**config.mk**
```make
export PLATFORM = sky130hd
export DESIGN_NAME = cpu_sequencer
export DESIGN_NICKNAME = d
export VERILOG_FILES = /design/src/rtl/cpu_sequencer.sv
export SDC_FILE = /design/constraint.sdc
export NUM_CORES = 1
export LEC_CHECK = 0
export ABC_AREA = 1
export CAP_MARGIN = 10
export CORE_AREA = 2 2 155 157
export CTS_BUF_LIST = sky130_fd_sc_hd__clkbuf_16
export DETAILED_ROUTE_END_ITERATION = 12
export DIE_AREA = 0 0 157 159
export PLACE_DENSITY = 0.72
export SLEW_MARGIN = 40
export SYNTH_ARGS = -nofsm -noshare
export SYNTH_HDL_FRONTEND = slang
export SYNTH_SLANG_ARGS = --single-unit
```
**constraint.sdc**
```tcl
create_clock -name clock -period 2.4 [get_ports clock]
set_clock_uncertainty 0.05 [all_clocks]
set_input_delay 0.24 -clock clock [delete_from_list [all_inputs] [get_ports clock]]
set_output_delay 0.24 -clock clock [all_outputs]
set_load 0.005 [all_outputs]
```
**src/rtl/cpu_sequencer.sv**
```systemverilog
// Multi-cycle fetch/execute/memory/writeback sequencer with ack timeouts and a retired-instruction counter.
// Latency 3 cycles (4 with a memory access) plus one per wait cycle; requests are held until acked or timed out.
module cpu_sequencer #(
  parameter int               XLEN         = 32,
  parameter logic [XLEN-1:0]  RESET_VECTOR = '0,
  parameter int               ACK_TIMEOUT  = 255,
  parameter int               COUNT_WIDTH  = 32
) (
  input  logic                   clock,
  input  logic                   reset,
  output logic                   imem_req,
  output logic [XLEN-1:0]        imem_addr,
  input  logic                   imem_ack,
  input  logic [31:0]            imem_rdata,
  output logic                   dmem_req,
  output logic                   dmem_we,
  output logic [XLEN-1:0]        dmem_addr,
  output logic [XLEN-1:0]        dmem_wdata,
  input  logic                   dmem_ack,
  input  logic [XLEN-1:0]        dmem_rdata,
  input  logic                   dec_load,
  input  logic                   dec_store,
  input  logic                   dec_reg_write,
  input  logic                   dec_halt,
  input  logic [1:0]             dec_size,
  input  logic [XLEN-1:0]        alu_result,
  input  logic [XLEN-1:0]        store_data,
  input  logic [XLEN-1:0]        next_pc,
  output logic [31:0]            instruction,
  output logic [XLEN-1:0]        PC,
  output logic [XLEN-1:0]        load_data,
  output logic                   rf_write_enable,
  output logic [COUNT_WIDTH-1:0] retired,
  output logic                   halted,
  output logic                   fault,
  output logic [1:0]             fault_cause
);

  typedef enum logic [2:0] {FETCH, EXECUTE, MEMORY, WRITEBACK, HALT, FAULT} state_t;

  localparam logic [31:0] WAIT_LIMIT = 32'(ACK_TIMEOUT - 1);

  state_t      state;
  logic [31:0] wait_cnt;
  logic        mem_op;
  logic        misaligned;
  logic        timeout_hit;
  logic        pc_bad;

  assign mem_op      = dec_load | dec_store;
  assign pc_bad      = |next_pc[1:0];
  // The wait counter sits at ACK_TIMEOUT-1 during the last allowed un-acked cycle.
  assign timeout_hit = (ACK_TIMEOUT != 0) && (wait_cnt == WAIT_LIMIT);

  always_comb begin
    misaligned = 1'b0;
    case (dec_size)
      2'b00:   misaligned = 1'b0;
      2'b01:   misaligned = alu_result[0];
      default: misaligned = |alu_result[1:0];
    endcase
  end

  assign imem_req        = !reset && (state == FETCH);
  assign imem_addr       = PC;
  assign dmem_req        = !reset && (state == MEMORY);
  assign dmem_we         = dmem_req && dec_store;
  assign dmem_addr       = alu_result;
  assign dmem_wdata      = store_data;
  assign rf_write_enable = !reset && (state == WRITEBACK) && dec_reg_write && !pc_bad;

  always_ff @(posedge clock) begin
    if (reset) begin
      state       <= FETCH;
      PC          <= RESET_VECTOR;
      instruction <= 32'h0000_0013;
      load_data   <= '0;
      retired     <= '0;
      wait_cnt    <= '0;
      halted      <= 1'b0;
      fault       <= 1'b0;
      fault_cause <= 2'b00;
    end else begin
      case (state)
        FETCH: begin
          if (imem_ack) begin
            instruction <= imem_rdata;
            wait_cnt    <= '0;
            state       <= EXECUTE;
          end else if (timeout_hit) begin
            state       <= FAULT;
            fault       <= 1'b1;
            fault_cause <= 2'b10;
          end else begin
            wait_cnt    <= wait_cnt + 32'd1;
          end
        end
        EXECUTE: begin
          if (dec_halt) begin
            state  <= HALT;
            halted <= 1'b1;
          end else if (mem_op && misaligned) begin
            state       <= FAULT;
            fault       <= 1'b1;
            fault_cause <= 2'b01;
          end else if (mem_op) begin
            wait_cnt <= '0;
            state    <= MEMORY;
          end else begin
            state <= WRITEBACK;
          end
        end
        MEMORY: begin
          if (dmem_ack) begin
            if (dec_load) load_data <= dmem_rdata;
            state <= WRITEBACK;
          end else if (timeout_hit) begin
            state       <= FAULT;
            fault       <= 1'b1;
            fault_cause <= 2'b11;
          end else begin
            wait_cnt <= wait_cnt + 32'd1;
          end
        end
        WRITEBACK: begin
          if (pc_bad) begin
            state       <= FAULT;
            fault       <= 1'b1;
            fault_cause <= 2'b01;
          end else begin
            PC       <= next_pc;
            retired  <= retired + 1'b1;
            wait_cnt <= '0;
            state    <= FETCH;
          end
        end
        default: state <= state;
      endcase
    end
  end

endmodule

```
## Word-level counts from Yosys, hierarchy flattened

Index checks and enable logic that the tools add are counted.

| word-level totals | value |
|---|---|
| word-level logic and storage cells | 81 |
| bits in registers | 167 |
| input port bits | 170 |

| operators by class | value |
|---|---|
| eq/ne operators | 15 |
| reductions and logical operators | 21 |
| bitwise gates (word level) | 2 |
| multiplexer cells | 32 |
| $add $sub $neg | 2 |

Operators with widths:

| kind | number |
|---|---|
| $mux W32 | 7 |
| $pmux W32 S4 | 1 |
| $add A32 B1 Y32 const B | 2 |
| $eq A32 B8 Y1 const B | 1 |
| $ne A2 B2 Y1 const B | 10 |
| $mux W3 | 6 |
| $mux W2 | 7 |
| $pmux W3 S4 | 1 |
| $reduce_and A6 Y1 | 2 |
| $pmux W2 S4 | 1 |
| $reduce_and A8 Y1 | 1 |
| $logic_and A1 B1 Y1 | 7 |
| $mux W1 | 7 |
| $eq A3 B2 Y1 const B | 2 |
| $reduce_and A2 Y1 | 3 |
| $pmux W1 S4 | 1 |
| $reduce_bool A4 Y1 | 1 |
| $reduce_or A2 Y1 | 2 |
| $eq A3 B1 Y1 const B | 1 |
| $logic_not A3 Y1 | 1 |
| $reduce_and A3 Y1 | 1 |
| $eq A2 B1 Y1 const B | 1 |
| $logic_not A1 Y1 | 2 |
| $logic_not A2 Y1 | 1 |
| 3 further kinds | 3 |

## Logic depth before layout (Yosys ltp)

| depth | value |
|---|---|
| depth in word-level cells | 6 |
| mapped depth | 12 |
| depth with buffers taken out | 12 |

## Worst setup path after synthesis

Ideal clock, no wire load.

| timing | value |
|---|---|
| path kind | reg-to-reg |
| start point | register wait_cnt[1] |
| end point | register wait_cnt[20] |
| library setup time | 0.117 ns |
| path slack | 0.749 ns |
| clock period less this slack | 1.651 ns |
| data arrival time | 1.484 ns |
| required time | 2.233 ns |
| stages on the path, launching flop included | 10 |
| cells stage by stage | dfxtp_1 ha_1 nand3_1 nor2_1 nand3_1 nor2_1 nand2_1 nor2_2 and3_1 nor3_2 |

| on the way | value |
|---|---|
| cells in the longest elaborated chain, start to end | 4 |

Ends and longest elaborated chain:

| item | line | source |
|---|---|---|
| start: declaration | 44 | `logic [31:0] wait_cnt;` |
| start signal: assignment | 95 | `wait_cnt <= wait_cnt + 32'd1;` |
| start signal: assignment | 122 | `wait_cnt <= wait_cnt + 32'd1;` |
| $add A32 B1 Y32 or $eq A32 B8 Y1 (tied branches) | 95, 122, 53 |  |
| $mux W32 (*) | 90, 117 |  |
| $mux W32, on equally long branches | 114, 86 |  |
| $pmux W32 S4 (*) | 84 | `case (state)` |

Mark *: on every way between the ends. The rest lies on a longest branch, timed or not. The select of a mux whose other input is x is not followed.
A chain may end at the register's enable or synchronous reset.

## Worst setup path after layout

| timing | value |
|---|---|
| start point | register state[0] |
| end point | output dmem_req |

| on the way | value |
|---|---|
| cells in the longest elaborated chain, start to end | 2 |

Ends and longest elaborated chain:

| item | line | source |
|---|---|---|
| start: declaration | 43 | `state_t state;` |
| start signal: assignment | 137 | `default: state <= state;` |
| $eq A3 B2 Y1 | 66 | `assign dmem_req = !reset && (state == MEMORY);` |
| $logic_and A1 B1 Y1 | 66 |  |
| end: declaration | 15 | `output logic dmem_req,` |

Every way passes these cells.

==> metrics.md <==
| Metric | Value |
|---|---|
| Outcome | complete, no violations |
| CP bufs+invs | 3 |
| DRC viols | 0 |
| GP Congestion | 0.904 |
| CTS buffer count | 17 |
| WL final | around 26000 um |
| Hold Path Sink | wait_cnt[12] |
| YS warnings | 0 |
| # Max-Cap Violations | 0 |
| Synthesized flop and latch total | between 150 and 200 |
| CP max-delay cell | clkdlybuf4s50_1 |
| DP HPWL | 19600 um |
| First-pass GRT wire length | between 40000 and 50000 um |
| Critical Path RT | about 2.1 ns |
| Register area share after synthesis | roughly two fifths |
| Vias/cell | just under 5 |
| Asr flop ratio synth | 0% |
| # H-tree levels | 4 |
| Hold Path Class | input port to register |
| Initial Util | between 30% and 40% |
| Detailed Routing Iterations Pass 1 | 5 |
| Clock transition at the registers of the reported paths | about 0.070 ns |
| Final Cell Area | 11300 um2 |
| Actual slew at the worst max-slew pin | between 0.4 and 0.5 ns |
| Largest fanout on the critical path | 5 |
| Die width | 157 um |
| Synth top area share | between 30% and 40% |
| Number of synthesized flops with an enable pin | 0 |
| Drt wl/cell | between 15 and 20 um |
| DIE AREA | between 20000 and 25000 um2 |
| Top FF cell, synth | dfxtp_1 |
| Commonest cells post-synth | 240 x nor2_1, 199 x nand2_1, 167 x dfxtp_1, 98 x buf_4, 93 x inv_1 |
| Largest net degree at the start of global routing | ~90 |
| Startpoint types | register |
| Total power draw | 7.84 mW |
| Worst r2r src | wait_cnt[1] |
| Share of post-route cells with drive strength above 1 | roughly 6.6% |
| Final Max Slew Viols | 0 |
| Root buf cell | clkbuf_16 |
| Cell Area, Placed | 10700 um2 |
| Final Hold Viols | 0 |
| Final min period | 2.23 ns |
| Tcrit/Tclk final | between 90 and 100% |
| Setup-failing EPs final | 0 |
| Syn nets | between 1000 and 1500 |
| Congestion Overflow GR | 0 |
| Layout area overhead | 35.1% |
| First DRT Iteration DRCs | just under 600 |
| Clk_lat worst skew | around 0.43 ns |
| Mapped Avg Cell Area | 6.95 um2 |
| FF-to-FF setup slack | slightly above 0.4 ns |
| Leading area contributor after synthesis | dfxtp_1 |
| Top cells by area, synth | dfxtp_1 40%, nor2_1 11%, nand2_1 8.9% |
| Worst Hold Path Cells | 2 |
| Fillers | 2254 |
| Pleak | 4.17 nW |
| Final antenna-violating net count | 0 |
| Cells after synthesis | around 1200 |
| Reg2reg end | wait_cnt[30] |
| Hold_sp | reset |
| RSZ-0062 raised after global routing | no |
| Cell variety after synth | between 40 and 50 |
| Gr usage total | about a fifth |
| Max Clk Rate | about 450 MHz |
| CTS max path bufs | 2 |
| VDD IR-drop max | approximately 0.44 mV |
| Core area | between 20000 and 25000 um2 |
| Crit-path cells | inv_2 > nand2_2 > nor2_4 > inv_2 > nor2_2 > clkdlybuf4s50_1 |
| CP top delay family | buffers and inverters |
| Crit path DAT | between 1.5 and 2 ns |
| # rows | 56 |
| Routed vias | approximately 8200 |
| Mapped Area | around 8400 um2 |
| Reg2Reg Depth | 10 |
| Crit Path Class | register to output port |
| Initial antenna violation count | 2 |
| Count leader, synth | nor2_1 |
| Setup TNS | 0 ns |
| Critical path's most frequent cell | inv_2 |
| Nets | between 1500 and 2000 |
| Slew headroom | between 70% and 80% |
| P per Cell Area | between 600 and 700 nW/um2 |
| Sink Count | 167 |
| CTS tree | yes |
| Die Ht | around 160 um |
| Port Buffer Count | 277 |
| Number of global-route vias before repair | 7789 |
| Crit-path max cell delay | 0.54 ns |
| Hold Buf Count CTS | 0 |
| Crit. End Element | output port |
| Ports | between 400 and 500 |
cells in the final DEF, fill, tap and decap left out, drive strengths merged:
cell type,Yosys,final
o211ai,1,1
nor3b,4,4
o21bai,1,1
nand4,31,31
a21oi,74,74
buf,112,16
clkinv,1,8
diode,0,2
dfxtp,167,167
o21a,1,1
ha,3,3
nand2,205,205
inv,100,106
or2,1,1
a21o,1,1
a211oi,1,1
nand3,72,72
a41oi,1,1
nor4,6,6
and3,3,3
clkinvlp,0,1
clkbuf,31,17
xor2,5,5
clkdlybuf4s50,0,276
a31oi,3,3
o21ai,93,93
xnor2,1,1
nor2,252,252
nor3,36,36
state kept, by name, summed over array words and instances, names as in the netlist:
| register | cells |
|---|---|
| PC | 32 |
| fault | 1 |
| fault_cause | 2 |
| halted | 1 |
| instruction | 32 |
| load_data | 32 |
| retired | 32 |
| state | 3 |
| wait_cnt | 32 |
per-stage QoR:
step	hold WS, ns	util (%)	std cells	setup WS [ns]
final	0.125	48.8	1707	0.170
after global routing	0.137	48.8	1707	0.0127
after CTS	0.120	48.8	1705	0.0620
after detailed placement	0.395	46.3	1674	0.270
after global placement	0.387	46.3	1674	0.301
after floorplan	0.316	-	1206	0.749
power by group:
part           leakage [nW]  total [mW]  internal, mW  switching (mW)
combinational          2.53        1.95         0.871            1.08
clock                 0.281        2.72          1.39            1.33
sequential             1.35        3.17          3.01           0.162
total                  4.17        7.84          5.27            2.57
per-layer routing:
metal  track usage (%)  vias up  part of all wire, %
met5                 0        -                    0
met4              9.59        0                  4.0
met1              24.6     3652                   40
met2              34.7      367                   47
li1                  -     4141                    -
met3              6.07       71                  8.4
worst max-delay path by stage:
stage / cells past startpoint / from / end
2_1_floorplan: 9 / wait_cnt[1] / wait_cnt[20]
3_3_place_gp: 14 / next_pc[0] / wait_cnt[30]
3_5_place_dp: 14 / next_pc[0] / wait_cnt[30]
4_1_cts: 5 / state[1] / dmem_req
5_1_grt: 6 / state[0] / dmem_we
6_report: 6 / state[0] / dmem_req
kinds of logic after synthesis:
| logic type | Yosys count | share of synthesized area [%] |
|---|---|---|
| AO/OA/AOI/OAI | 176 | 10.9 |
| XOR/XNOR | 6 | 0.627 |
| AND/OR/NAND/NOR | 610 | 32.3 |
| flip-flops | 167 | 39.9 |
| adder cells (fa/ha/maj) | 3 | 0.448 |
| buffers and inverters | 244 | 15.8 |
final cells by class:
| cell class | instances | area, um2 | share of cell area [%] |
|---|---|---|---|
| antenna | 2 | 5.00 | 0.0442 |
| clock buffer | 17 | 425 | 3.76 |
| clock inverter | 14 | 159 | 1.40 |
| inverter | 101 | 383 | 3.38 |
| multi-input combinational | 795 | 3710 | 32.8 |
| sequential | 167 | 3340 | 29.5 |
| tap | 319 | 399 | 3.53 |
| timing repair buffer | 292 | 2890 | 25.6 |
timing repair:
| action | 4_1_cts | 5_1_grt |
|---|---|---|
| gates resized for setup | 0 | 2 |
| endpoints found under the setup margin | 0 | 2 |
| buffers inserted | 0 | 0 |
Power figures use the tool's default switching activity.
